### config.mk
export PLATFORM = sky130hd
export DESIGN_NAME = fifo_wr_arbiter_flat
export DESIGN_NICKNAME = d
export VERILOG_FILES = /design/src/rtl/fifo_wr_arbiter_if.sv /design/src/rtl/fifo_wr_arbiter.sv /design/src/flat_wrapper.sv
export SDC_FILE = /design/constraint.sdc
export NUM_CORES = 1
export LEC_CHECK = 0
export ABC_AREA = 1
export CELL_PAD_IN_SITES_DETAIL_PLACEMENT = 1
export CELL_PAD_IN_SITES_GLOBAL_PLACEMENT = 2
export CORE_UTILIZATION = 16
export DETAILED_ROUTE_END_ITERATION = 6
export PLACE_DENSITY = 0.87
export SETUP_SLACK_MARGIN = 0.3
export SLEW_MARGIN = 20
export SYNTH_ARGS = -nofsm -noshare
export SYNTH_HDL_FRONTEND = slang
export SYNTH_SLANG_ARGS = --single-unit
### constraint.sdc
create_clock -name i_clk -period 3.5 [get_ports i_clk]
set_clock_uncertainty 0.05 [all_clocks]
set_input_delay 0.875 -clock i_clk [delete_from_list [all_inputs] [get_ports i_clk]]
set_output_delay 0.875 -clock i_clk [all_outputs]
set_load 0.03 [all_outputs]
### src/rtl/fifo_wr_arbiter_if.sv
// Bundle between the write arbiter, its requesters and the FIFO write port.
// The slave modport is the arbiter; the master modport is the surrounding environment.
interface fifo_wr_arbiter_if #(
    parameter int WIDTH = 32,
    parameter int W_CNT = 2,
    parameter int REQS  = 4
);
    logic [REQS-1:0][W_CNT-1:0]             req_e;
    logic [REQS-1:0][W_CNT-1:0][WIDTH-1:0]  req_data;
    logic [REQS-1:0]                        req_ready;
    logic [W_CNT-1:0]                       w_e;
    logic [W_CNT-1:0][WIDTH-1:0]            w_data;
    logic [W_CNT-1:0]                       w_ack;

    modport master (
        output req_e, req_data, w_ack,
        input  req_ready, w_e, w_data
    );

    modport slave (
        input  req_e, req_data, w_ack,
        output req_ready, w_e, w_data
    );
endinterface

### src/rtl/fifo_wr_arbiter.sv
// Round-robin arbiter that stages one requester packet at a time and drives it into
// the multi-slot FIFO write port, retiring entries as the FIFO acks them.
module fifo_wr_arbiter #(
    parameter int WIDTH = 32,
    parameter int W_CNT = 2,
    parameter int REQS  = 4
) (
    input  logic                    i_clk,
    input  logic                    i_rst,
    fifo_wr_arbiter_if.slave        io_bus,
    input  logic                    i_flush,
    output logic                    o_busy,
    output logic [$clog2(REQS)-1:0] o_grant_id
);
    localparam int IDW = $clog2(REQS);
    localparam int CW  = $clog2(W_CNT + 1);

    typedef enum logic {S_IDLE = 1'b0, S_ISSUE = 1'b1} state_t;

    state_t                      r_state, w_state_next;
    logic [W_CNT-1:0]            r_stg_e, w_stg_e_next;
    logic [W_CNT-1:0][WIDTH-1:0] r_stg_data, w_stg_data_next;
    logic [IDW-1:0]              r_rr_ptr, w_rr_ptr_next;
    logic [IDW-1:0]              r_grant_id, w_grant_id_next;

    logic [REQS-1:0][W_CNT-1:0]  w_req_eff;
    logic                        w_found;
    logic [IDW-1:0]              w_gnt;
    logic                        w_grant_fire;
    logic [CW-1:0]               w_ack_cnt;
    logic [W_CNT-1:0]            w_shift_e;
    logic [W_CNT-1:0][WIDTH-1:0] w_shift_data;
    logic                        w_retire;

    // Effective entries are the leading ones of each requester's bitmap.
    for (genvar gi = 0; gi < REQS; gi++) begin : g_eff
        logic [W_CNT-1:0] w_eff;
        always_comb begin
            logic v_run;
            v_run = 1'b1;
            w_eff = '0;
            for (int s = 0; s < W_CNT; s++) begin
                v_run    = v_run & io_bus.req_e[gi][s];
                w_eff[s] = v_run;
            end
        end
        assign w_req_eff[gi] = w_eff;
    end

    // Lowest offset from rr_ptr wins, so scan offsets from the far end down.
    always_comb begin
        w_found = 1'b0;
        w_gnt   = '0;
        for (int off = REQS - 1; off >= 0; off--) begin
            logic [IDW-1:0] v_idx;
            v_idx = r_rr_ptr + IDW'(off);
            if (io_bus.req_e[v_idx][0]) begin
                w_found = 1'b1;
                w_gnt   = v_idx;
            end
        end
    end

    // Only the leading acked run retires; a gap or out-of-range ack bit stops the count.
    always_comb begin
        logic v_run;
        v_run     = 1'b1;
        w_ack_cnt = '0;
        for (int s = 0; s < W_CNT; s++) begin
            v_run = v_run & io_bus.w_ack[s] & r_stg_e[s];
            if (v_run) begin
                w_ack_cnt = w_ack_cnt + CW'(1);
            end
        end
    end

    always_comb begin
        w_shift_e = r_stg_e >> w_ack_cnt;
        for (int s = 0; s < W_CNT; s++) begin
            w_shift_data[s] = '0;
            for (int k = 0; s + k < W_CNT; k++) begin
                if (int'(w_ack_cnt) == k) begin
                    w_shift_data[s] = r_stg_data[s + k];
                end
            end
        end
    end

    assign w_retire = (r_state == S_ISSUE) && (w_shift_e == '0);

    always_ff @(posedge i_clk) begin
        if (i_rst) begin
            r_state    <= S_IDLE;
            r_stg_e    <= '0;
            r_stg_data <= '0;
            r_rr_ptr   <= '0;
            r_grant_id <= '0;
        end else begin
            r_state    <= w_state_next;
            r_stg_e    <= w_stg_e_next;
            r_stg_data <= w_stg_data_next;
            r_rr_ptr   <= w_rr_ptr_next;
            r_grant_id <= w_grant_id_next;
        end
    end

    always_comb begin
        w_state_next    = r_state;
        w_stg_e_next    = r_stg_e;
        w_stg_data_next = r_stg_data;
        w_rr_ptr_next   = r_rr_ptr;
        w_grant_id_next = r_grant_id;
        w_grant_fire    = 1'b0;
        if (i_flush) begin
            w_state_next    = S_IDLE;
            w_stg_e_next    = '0;
            w_stg_data_next = '0;
        end else begin
            if (r_state == S_ISSUE && !w_retire) begin
                w_stg_e_next    = w_shift_e;
                w_stg_data_next = w_shift_data;
            end
            // A retiring packet hands the staging register straight to the next winner.
            if ((r_state == S_IDLE || w_retire) && w_found) begin
                w_grant_fire    = 1'b1;
                w_state_next    = S_ISSUE;
                w_stg_e_next    = w_req_eff[w_gnt];
                w_stg_data_next = io_bus.req_data[w_gnt];
                w_rr_ptr_next   = w_gnt + IDW'(1);
                w_grant_id_next = w_gnt;
            end else if (w_retire) begin
                w_state_next    = S_IDLE;
                w_stg_e_next    = '0;
                w_stg_data_next = '0;
            end
        end
    end

    always_comb begin
        io_bus.w_e       = '0;
        io_bus.w_data    = '0;
        io_bus.req_ready = '0;
        if (r_state == S_ISSUE) begin
            io_bus.w_e    = r_stg_e;
            io_bus.w_data = r_stg_data;
        end
        if (w_grant_fire && !i_rst) begin
            io_bus.req_ready = REQS'(1) << w_gnt;
        end
    end

    assign o_busy     = (r_state == S_ISSUE);
    assign o_grant_id = r_grant_id;
endmodule

### src/flat_wrapper.sv
// flat-port wrapper written by rule: the top's interface ports become plain ports
module fifo_wr_arbiter_flat 
#(
    parameter int WIDTH = 32,
    parameter int W_CNT = 2,
    parameter int REQS  = 4
)
  (i_clk, i_rst, i_flush, o_busy, o_grant_id, io_bus_req_e, io_bus_req_data, io_bus_w_ack, io_bus_req_ready, io_bus_w_e, io_bus_w_data);
  fifo_wr_arbiter_if #(.WIDTH(WIDTH), .W_CNT(W_CNT), .REQS(REQS)) io_bus_i ();
  input  logic i_clk;
  input  logic i_rst;
  input  logic i_flush;
  output logic o_busy;
  output logic [$clog2(REQS)-1:0] o_grant_id;
  input wire logic [$bits(io_bus_i.req_e)-1:0] io_bus_req_e;
  input wire logic [$bits(io_bus_i.req_data)-1:0] io_bus_req_data;
  input wire logic [$bits(io_bus_i.w_ack)-1:0] io_bus_w_ack;
  output wire logic [$bits(io_bus_i.req_ready)-1:0] io_bus_req_ready;
  output wire logic [$bits(io_bus_i.w_e)-1:0] io_bus_w_e;
  output wire logic [$bits(io_bus_i.w_data)-1:0] io_bus_w_data;
  assign io_bus_i.req_e = io_bus_req_e;
  assign io_bus_i.req_data = io_bus_req_data;
  assign io_bus_i.w_ack = io_bus_w_ack;
  assign io_bus_req_ready = io_bus_i.req_ready;
  assign io_bus_w_e = io_bus_i.w_e;
  assign io_bus_w_data = io_bus_i.w_data;
  fifo_wr_arbiter #(.WIDTH(WIDTH), .W_CNT(W_CNT), .REQS(REQS)) u_core (.i_clk(i_clk), .i_rst(i_rst), .io_bus(io_bus_i), .i_flush(i_flush), .o_busy(o_busy), .o_grant_id(o_grant_id));
endmodule
==> results_dict.tcl, run 1 <==
set metrics [dict create \
    avgRoutedWirePerCell_um 16.0 \
    grt_pass1_wl_um 47400 \
    worstSkewPairLatency_ns 0.35 \
    ir_drop_mv 0.694 \
    place_congestion 0.816 \
    tritoncts_clock_tree "yes" \
    critPathBufInv 4 \
    timing.final.setup_violations 0 \
    floorplan.core_area_mm2 0.0378 \
    cts_inserted_buffers 9 \
    max_stage_delay_ns 0.25 \
    grt_start_max_net_pins 71 \
    holdBufCountCts 0 \
    netlist.area_leader.share_pct 26.5 \
    via_per_inst 4.22 \
    htree_levels 3 \
    drive_above_1_share_pct 6.02 \
    rsz0062_at_grt "true" \
    finalWorstPathRequiredPeriod_ns 3.33 \
    synth_mux_area_share_pct 0 \
    chipWidth_um 199 \
    final_max_tran_viols 0 \
    post_synth_and_or_nand_nor_area_fraction_pct 56.4 \
    worst-path-max-fanout 4 \
    run_status "complete, no violations" \
    syn-instance-count 1157 \
    max-slew-margin-rel_pct 45.7 \
    crit_path_end_kind "primary output" \
    utilization_pct 28.0 \
    hp-class "flip-flop to flip-flop" \
    placed_cells_incl_taps 1949 \
    clkSinkCount 71 \
    critical-path-slowest-cell "sky130_fd_sc_hd__dlygate4sd2_1" \
    dr.first_iter.drc_count 247 \
    xor_xnor_share_of_the_synthesized_area_pct 0 \
    global_route.usage.met3_pct 2.44 \
    final_min_period_over_clock_period_pct 95.0 \
    grt_most_used_layer "met2" \
    drt_pass1_iterations 4 \
    area_growth_pct 71.2 \
    yosys_warnings 0 \
    worst_ep_arrival_time_ns 2.40 \
    grt_use_met1_pct 21.1 \
    row_count 71 \
    tightestPinTransition_ns 0.814 \
    hold_viol_final 0 \
    synth-edff-count 0 \
    die_height_um 199 \
    grt_pass1_vias 8388 \
    globalRoute.totalOverflow 0 \
    insertedDiodeCount 0 \
    synthesis.area_per_instance_um2 5.35 \
    synth_ff_type "sky130_fd_sc_hd__dfxtp_1" \
    number_of_top_level_pins 342 \
    ys_seq_area_share_pct 23.0 \
    synth_area_leaders "sky130_fd_sc_hd__nand2_1 (27%), sky130_fd_sc_hd__nand3_1 (24%), sky130_fd_sc_hd__dfxtp_1 (23%)" \
    mappedNetlistNets 1432 \
    die_area_mm2 0.0395 \
    route.vias.total 8322 \
    cap_violations 0 \
    synth_compound_gate_area_share_pct 4.02 \
    finish.net_count 1732 \
    cts.path.max_buffers 2 \
    post_dp_hpwl_um 24400 \
    cellLeakagePower_nw 4.84 \
    crit_top_cell "sky130_fd_sc_hd__nand2_1" \
    yosys.area.top_type "sky130_fd_sc_hd__nand2_1" \
    asyncSetResetFlopFracSynth_pct 0 \
    final_cells 1973 \
    timing.critical_path.required_ns 2.57 \
    critical_path.cell_chain "dlygate4sd2_1 -> nand2_1 -> nand2_1 -> nand2_1 -> nand2_2 -> o21ai_1 -> nand2_2 -> nand2_8 -> inv_2 -> ha_1 -> inv_2 -> nor2_4 -> buf_6" \
    critPathLaunchType "input pin" \
    synth_top_family_by_area "simple AND/OR/NAND/NOR gates" \
    port-buffer-count 341 \
    globalRouteMet2Util_pct 25.7 \
    initial_utilization_pct 16.4 \
    powerDensity_mw_per_mm2 904 \
    clockRootBuffer "sky130_fd_sc_hd__clkbuf_16" \
    global_route.usage.total_pct 15.6 \
    drc 0 \
    synth.cell_area_mm2 0.00619 \
    synthAdderAreaFrac_pct 1.21 \
    detail-route-antenna-nets 0 \
    crit_type "input pin to primary output" \
    synth-seq-cells 71 \
    path_delay_family "simple AND/OR/NAND/NOR gates" \
    clk_transition_reported_paths_ns 0.06 \
    clock.fmax_mhz 301 \
    grt_antenna_before_repair 1 \
    synth_cell_types 27 \
    wirelength_um 31600 \
]
-- worst reg2reg max path: stages (launching register included) --
cell and delay, ns:
sky130_fd_sc_hd__dfxtp_1 0.52, sky130_fd_sc_hd__inv_2 0.17, sky130_fd_sc_hd__nand2_1 0.10, sky130_fd_sc_hd__nand2_1 0.07, sky130_fd_sc_hd__nand2_1 0.10, sky130_fd_sc_hd__nand2_2 0.10
sky130_fd_sc_hd__o21ai_1 0.20, sky130_fd_sc_hd__nand2_2 0.13, sky130_fd_sc_hd__nand2_8 0.12, sky130_fd_sc_hd__buf_4 0.20, sky130_fd_sc_hd__buf_4 0.27, sky130_fd_sc_hd__buf_12 0.27
sky130_fd_sc_hd__nand2_1 0.11, sky130_fd_sc_hd__nand3_1 0.07, sky130_fd_sc_hd__nand3_1 0.17, sky130_fd_sc_hd__a21oi_1 0.17
-- cells by family (layout without fill, tap and decap cells) --
group                      after synthesis  count (layout)
buffers and inverters                  217             522
AOI/OAI and AO/OA                       45              45
adders and majority gates                6               6
DFF                                     71              71
and+or+nand+nor                        818             818
-- report_power, final --
part / switching (W) / internal [W]
clock network: 0.000383 / 0.000663
logic: 0.00469 / 0.00236
registers: 0.000316 / 0.00117
total: 0.00539 / 0.00419
-- Yosys cell counts, drive strengths merged (6+ instances only) --
library cell	number
a21oi	36
nor2	73
clkbuf	18
dfxtp	71
inv	130
buf	69
nand2	441
ha	6
nand3	300
o21ai	6
-- per-layer routing --
metal / vias up / part of all wire, %
li1: 4219 / -
met1: 3859 / 49
met2: 214 / 45
met3: 28 / 5.2
met4: 2 / 1.6
met5: - / 0.038
-- per-stage QoR --
stage / worst slack (ns) / cell area, um2 / hold slack [ns] / power [W] / setup TNS (ns)
4_1_cts: 0.179 / 10600 / 0.421 / 0.00976 / 0
2_1_floorplan: 0.109 / 6280 / 0.411 / 0.00623 / 0
3_5_place_dp: -0.397 / 10200 / 0.412 / 0.00854 / -2.00
6_report: 0.173 / 10600 / 0.422 / 0.00958 / 0
3_3_place_gp: -0.386 / 10200 / 0.408 / 0.00837 / -1.48
5_1_grt: 0.0646 / 10600 / 0.461 / 0.0106 / 0
-- registers in the layout, indices dropped and copies added (netlist names) --
register	cells
u_core.o_busy	1
u_core.r_stg_data	64
u_core.o_grant_id	2
u_core.r_stg_e	2
u_core.r_rr_ptr	2
-- layout make-up --
class                   count  area [um2]
clock buffers              13         260
clock inverters             3        65.1
fillers                  4882       27200
inverters                 130         495
multi-input cells         869        3940
flip-flops and latches     71        1420
well taps                 511         639
repair buffers            376        3780
-- final timing paths --
check	startpoint	end	slack, ns	depth (start not counted)
worst min register to register	u_core.o_grant_id[1]	u_core.o_grant_id[1]	0.42	2
worst max-delay path	io_bus_req_e[2]	io_bus_req_ready[1]	0.17	13
worst max register to register	u_core.r_rr_ptr[0]	u_core.r_stg_data[14]	0.60	15
worst min-delay path	u_core.o_grant_id[1]	u_core.o_grant_id[1]	0.42	2
-- placed cells by master, fill, tap and decap left out, types with 2 or more instances in the layout --
master | Yosys | layout
sky130_fd_sc_hd__nand2_4 | 1 | 2
sky130_fd_sc_hd__nor2_1 | 73 | 67
sky130_fd_sc_hd__dfxtp_1 | 71 | 70
sky130_fd_sc_hd__dlygate4sd2_1 | 0 | 4
sky130_fd_sc_hd__nand3_4 | 1 | 2
sky130_fd_sc_hd__clkbuf_16 | 0 | 9
sky130_fd_sc_hd__o21ai_0 | 4 | 3
sky130_fd_sc_hd__nand3_1 | 298 | 296
sky130_fd_sc_hd__buf_4 | 15 | 27
sky130_fd_sc_hd__buf_6 | 4 | 4
sky130_fd_sc_hd__inv_2 | 5 | 6
sky130_fd_sc_hd__bufinv_16 | 0 | 2
sky130_fd_sc_hd__clkdlybuf4s50_1 | 0 | 331
sky130_fd_sc_hd__o21ai_1 | 1 | 2
sky130_fd_sc_hd__nand3_2 | 1 | 2
sky130_fd_sc_hd__clkbuf_1 | 18 | 2
sky130_fd_sc_hd__buf_12 | 0 | 8
sky130_fd_sc_hd__inv_4 | 0 | 3
sky130_fd_sc_hd__inv_1 | 125 | 121
sky130_fd_sc_hd__nand2_2 | 3 | 5
sky130_fd_sc_hd__nor2_4 | 0 | 6
sky130_fd_sc_hd__nand2_8 | 0 | 2
sky130_fd_sc_hd__nand2_1 | 437 | 432
sky130_fd_sc_hd__ha_1 | 6 | 5
sky130_fd_sc_hd__clkbuf_8 | 0 | 2
sky130_fd_sc_hd__a21oi_1 | 36 | 36
-- what timing repair did --
item,CTS,global route
pin swaps,12,0
resized for setup,26,3
buffers inserted,7,1
setup endpoints to repair,4,4
hold endpoints to repair,0,0
(Power assumes the default switching activity.)
==> run 2, diff against run 1 <==
- RECOVER_POWER: unset -> 100
==> run 2 against run 1 <==
Final area decreased by 0.22%. Wire length decreased by 0.11%. Critical path depth increased by 1. Core utilization decreased by 0.063 points. Via count decreased by 0.28%. Worst setup slack got worse by 0.016 ns. First-iteration DRC count decreased by 6.1%. The flow now finishes with violations (capacitance limit, slew limit). Highest routed layer unchanged. Cell count unchanged.
==> results_dict.tcl, run 2 (synthesis gave the netlist of run 1 again) <==
set metrics [dict create \
    combined_area_of_the_multi_input_logic_cells_mm2 0.00394 \
    layout.cells.most_common "sky130_fd_sc_hd__nand2_1" \
    wirelength_um 31600 \
    clockPowerShare_pct 11.0 \
    cts.path.max_buffers 2 \
    global_route.usage.total_pct 15.6 \
    tritoncts_clock_tree "yes" \
    clockRootBuffer "sky130_fd_sc_hd__clkbuf_16" \
    port-buffer-count 341 \
    floorplan.core_area_mm2 0.0378 \
    post_dp_hpwl_um 24400 \
    rsz0062_at_grt "true" \
    crit_path_end_kind "primary output" \
    run_status "finished, violations left" \
    cellLeakagePower_nw 4.99 \
    globalRoute.totalOverflow 0 \
    die_height_um 199 \
    critPathLaunchType "input pin" \
    grt_antenna_before_repair 1 \
    grt_start_max_net_pins 71 \
    place_congestion 0.816 \
    worstSkewPairLatency_ns 0.35 \
    largest_reg_flops 64 \
    clock.fmax_mhz 299 \
    utilization_pct 27.9 \
    final_max_tran_viols 68 \
    hp-class "flip-flop to flip-flop" \
    regToRegSetupSlack_ns 0.48 \
    failed_checks "capacitance limit, slew limit" \
    insertedDiodeCount 0 \
    area.sequential_mm2 0.00142 \
    avgRoutedWirePerCell_um 16.0 \
    route.vias.total 8299 \
    timing.final.setup_violations 0 \
    drt_pass1_iterations 5 \
    initial_utilization_pct 16.4 \
    netSwitchingPower_w 0.00537 \
    crit_type "input pin to primary output" \
    final_min_period_over_clock_period_pct 95.5 \
    clkSinkCount 71 \
    dr.first_iter.drc_count 232 \
    htree_levels 3 \
    detail-route-antenna-nets 0 \
    timing.critical_path.required_ns 2.57 \
    clk_transition_reported_paths_ns 0.06 \
    die_area_mm2 0.0395 \
    hold_viol_final 0 \
    fillerInstances 4884 \
    totalNegativeSetupSlack_ns 0 \
    powerDensity_mw_per_mm2 899 \
    power_switching_share_pct 56.5 \
    cap_violations 1 \
    area_growth_pct 70.8 \
    via_per_inst 4.21 \
    drc 0 \
    worst-path-max-fanout 4 \
    grt_pass1_wl_um 47400 \
    finish.net_count 1732 \
    intPower_w 0.00414 \
    max-slew-margin-rel_pct -7.66 \
    finalWorstPathRequiredPeriod_ns 3.34 \
    ir_drop_mv 0.686 \
    largest-register "u_core.r_stg_data" \
    chipWidth_um 199 \
    comb_power_share_pct 73.4 \
    mostFrequentLayoutCells "sky130_fd_sc_hd__nand2_1 (432), sky130_fd_sc_hd__nand3_1 (296), sky130_fd_sc_hd__clkdlybuf4s50_1 (282)" \
    final_area_mm2 0.0106 \
    cts_inserted_buffers 9 \
    number_of_top_level_pins 342 \
    pwr-share-seq_pct 15.5 \
    post_dp_cell_area_mm2 0.0102 \
    grt_pass1_vias 8388 \
    worst_ep_arrival_time_ns 2.42 \
    row_count 71 \
    drive_above_1_share_pct 5.95 \
    tightestPinTransition_ns 1.61 \
]
-- run 2: cell types whose count changed in the layout (fill, tap and decap cells not counted), sizes merged --
cell and delta:
buf -6, clkbuf +6, clkdlybuf4s50 -49, dlygate4sd3 +49
-- run 2: final timing paths --
kind,startpoint,endpoint,depth (start not counted)
max,io_bus_w_ack[0],io_bus_req_ready[3],14
min,u_core.o_grant_id[1],u_core.o_grant_id[1],2
max reg2reg,u_core.r_rr_ptr[0],u_core.r_stg_data[63],14
min reg2reg,u_core.o_grant_id[1],u_core.o_grant_id[1],2
-- run 2: final cells by class --
class,count,share of cell area (%)
Clock buffer,13,2.46
Clock inverter,3,0.615
Inverter,130,4.69
Multi-Input combinational cell,869,37.2
Sequential cell,71,13.5
Tap cell,511,6.05
Timing Repair Buffer,376,35.5
-- run 2: per-layer routing --
metal | track usage, % | routed length (um) | up-vias
met5 | 0 | 8 | -
met4 | 4.10 | 498 | 2
met3 | 2.44 | 1620 | 28
met2 | 25.7 | 14200 | 208
met1 | 21.1 | 15200 | 3844
li1 | - | - | 4217
-- run 2: repair_timing --
item / in CTS / in global routing
gates resized for setup: 26 / 3
pin swaps: 12 / 0
endpoints found under the setup margin: 4 / 4
hold buffers: 0 / 0
setup buffers: 7 / 1
-- run 2: through the flow --
stage	hold slack, ns	cells	power [W]	setup slack (ns)
floorplan	0.411	1157	0.00623	0.109
finish	0.418	1973	0.00951	0.157
CTS	0.421	1972	0.00976	0.179
detailed placement	0.412	1949	0.00854	-0.397
global placement	0.408	1949	0.00837	-0.386
global route	0.458	1973	0.0105	0.0424
-- run 2: power groups by stage --
stage	Clock [W]	Combinational [W]	Sequential [W]
2_1_floorplan	0	0.00485	0.00137
3_3_place_gp	0	0.00687	0.00150
3_5_place_dp	0	0.00703	0.00151
4_1_cts	0.00109	0.00718	0.00150
5_1_grt	0.00111	0.00787	0.00155
6_report	0.00105	0.00698	0.00148
-- run 2: critical path, cell delays in order --
cell and delay, ns:
sky130_fd_sc_hd__buf_8 0.08, sky130_fd_sc_hd__nand2_8 0.05, sky130_fd_sc_hd__inv_4 0.07, sky130_fd_sc_hd__nand3_4 0.07
sky130_fd_sc_hd__ha_4 0.26, sky130_fd_sc_hd__or2_1 0.23, sky130_fd_sc_hd__nand4_1 0.08, sky130_fd_sc_hd__nand2_1 0.10
sky130_fd_sc_hd__inv_2 0.09, sky130_fd_sc_hd__nand2_4 0.06, sky130_fd_sc_hd__nor2_4 0.14, sky130_fd_sc_hd__inv_4 0.08
sky130_fd_sc_hd__nor2_4 0.11, sky130_fd_sc_hd__buf_6 0.13
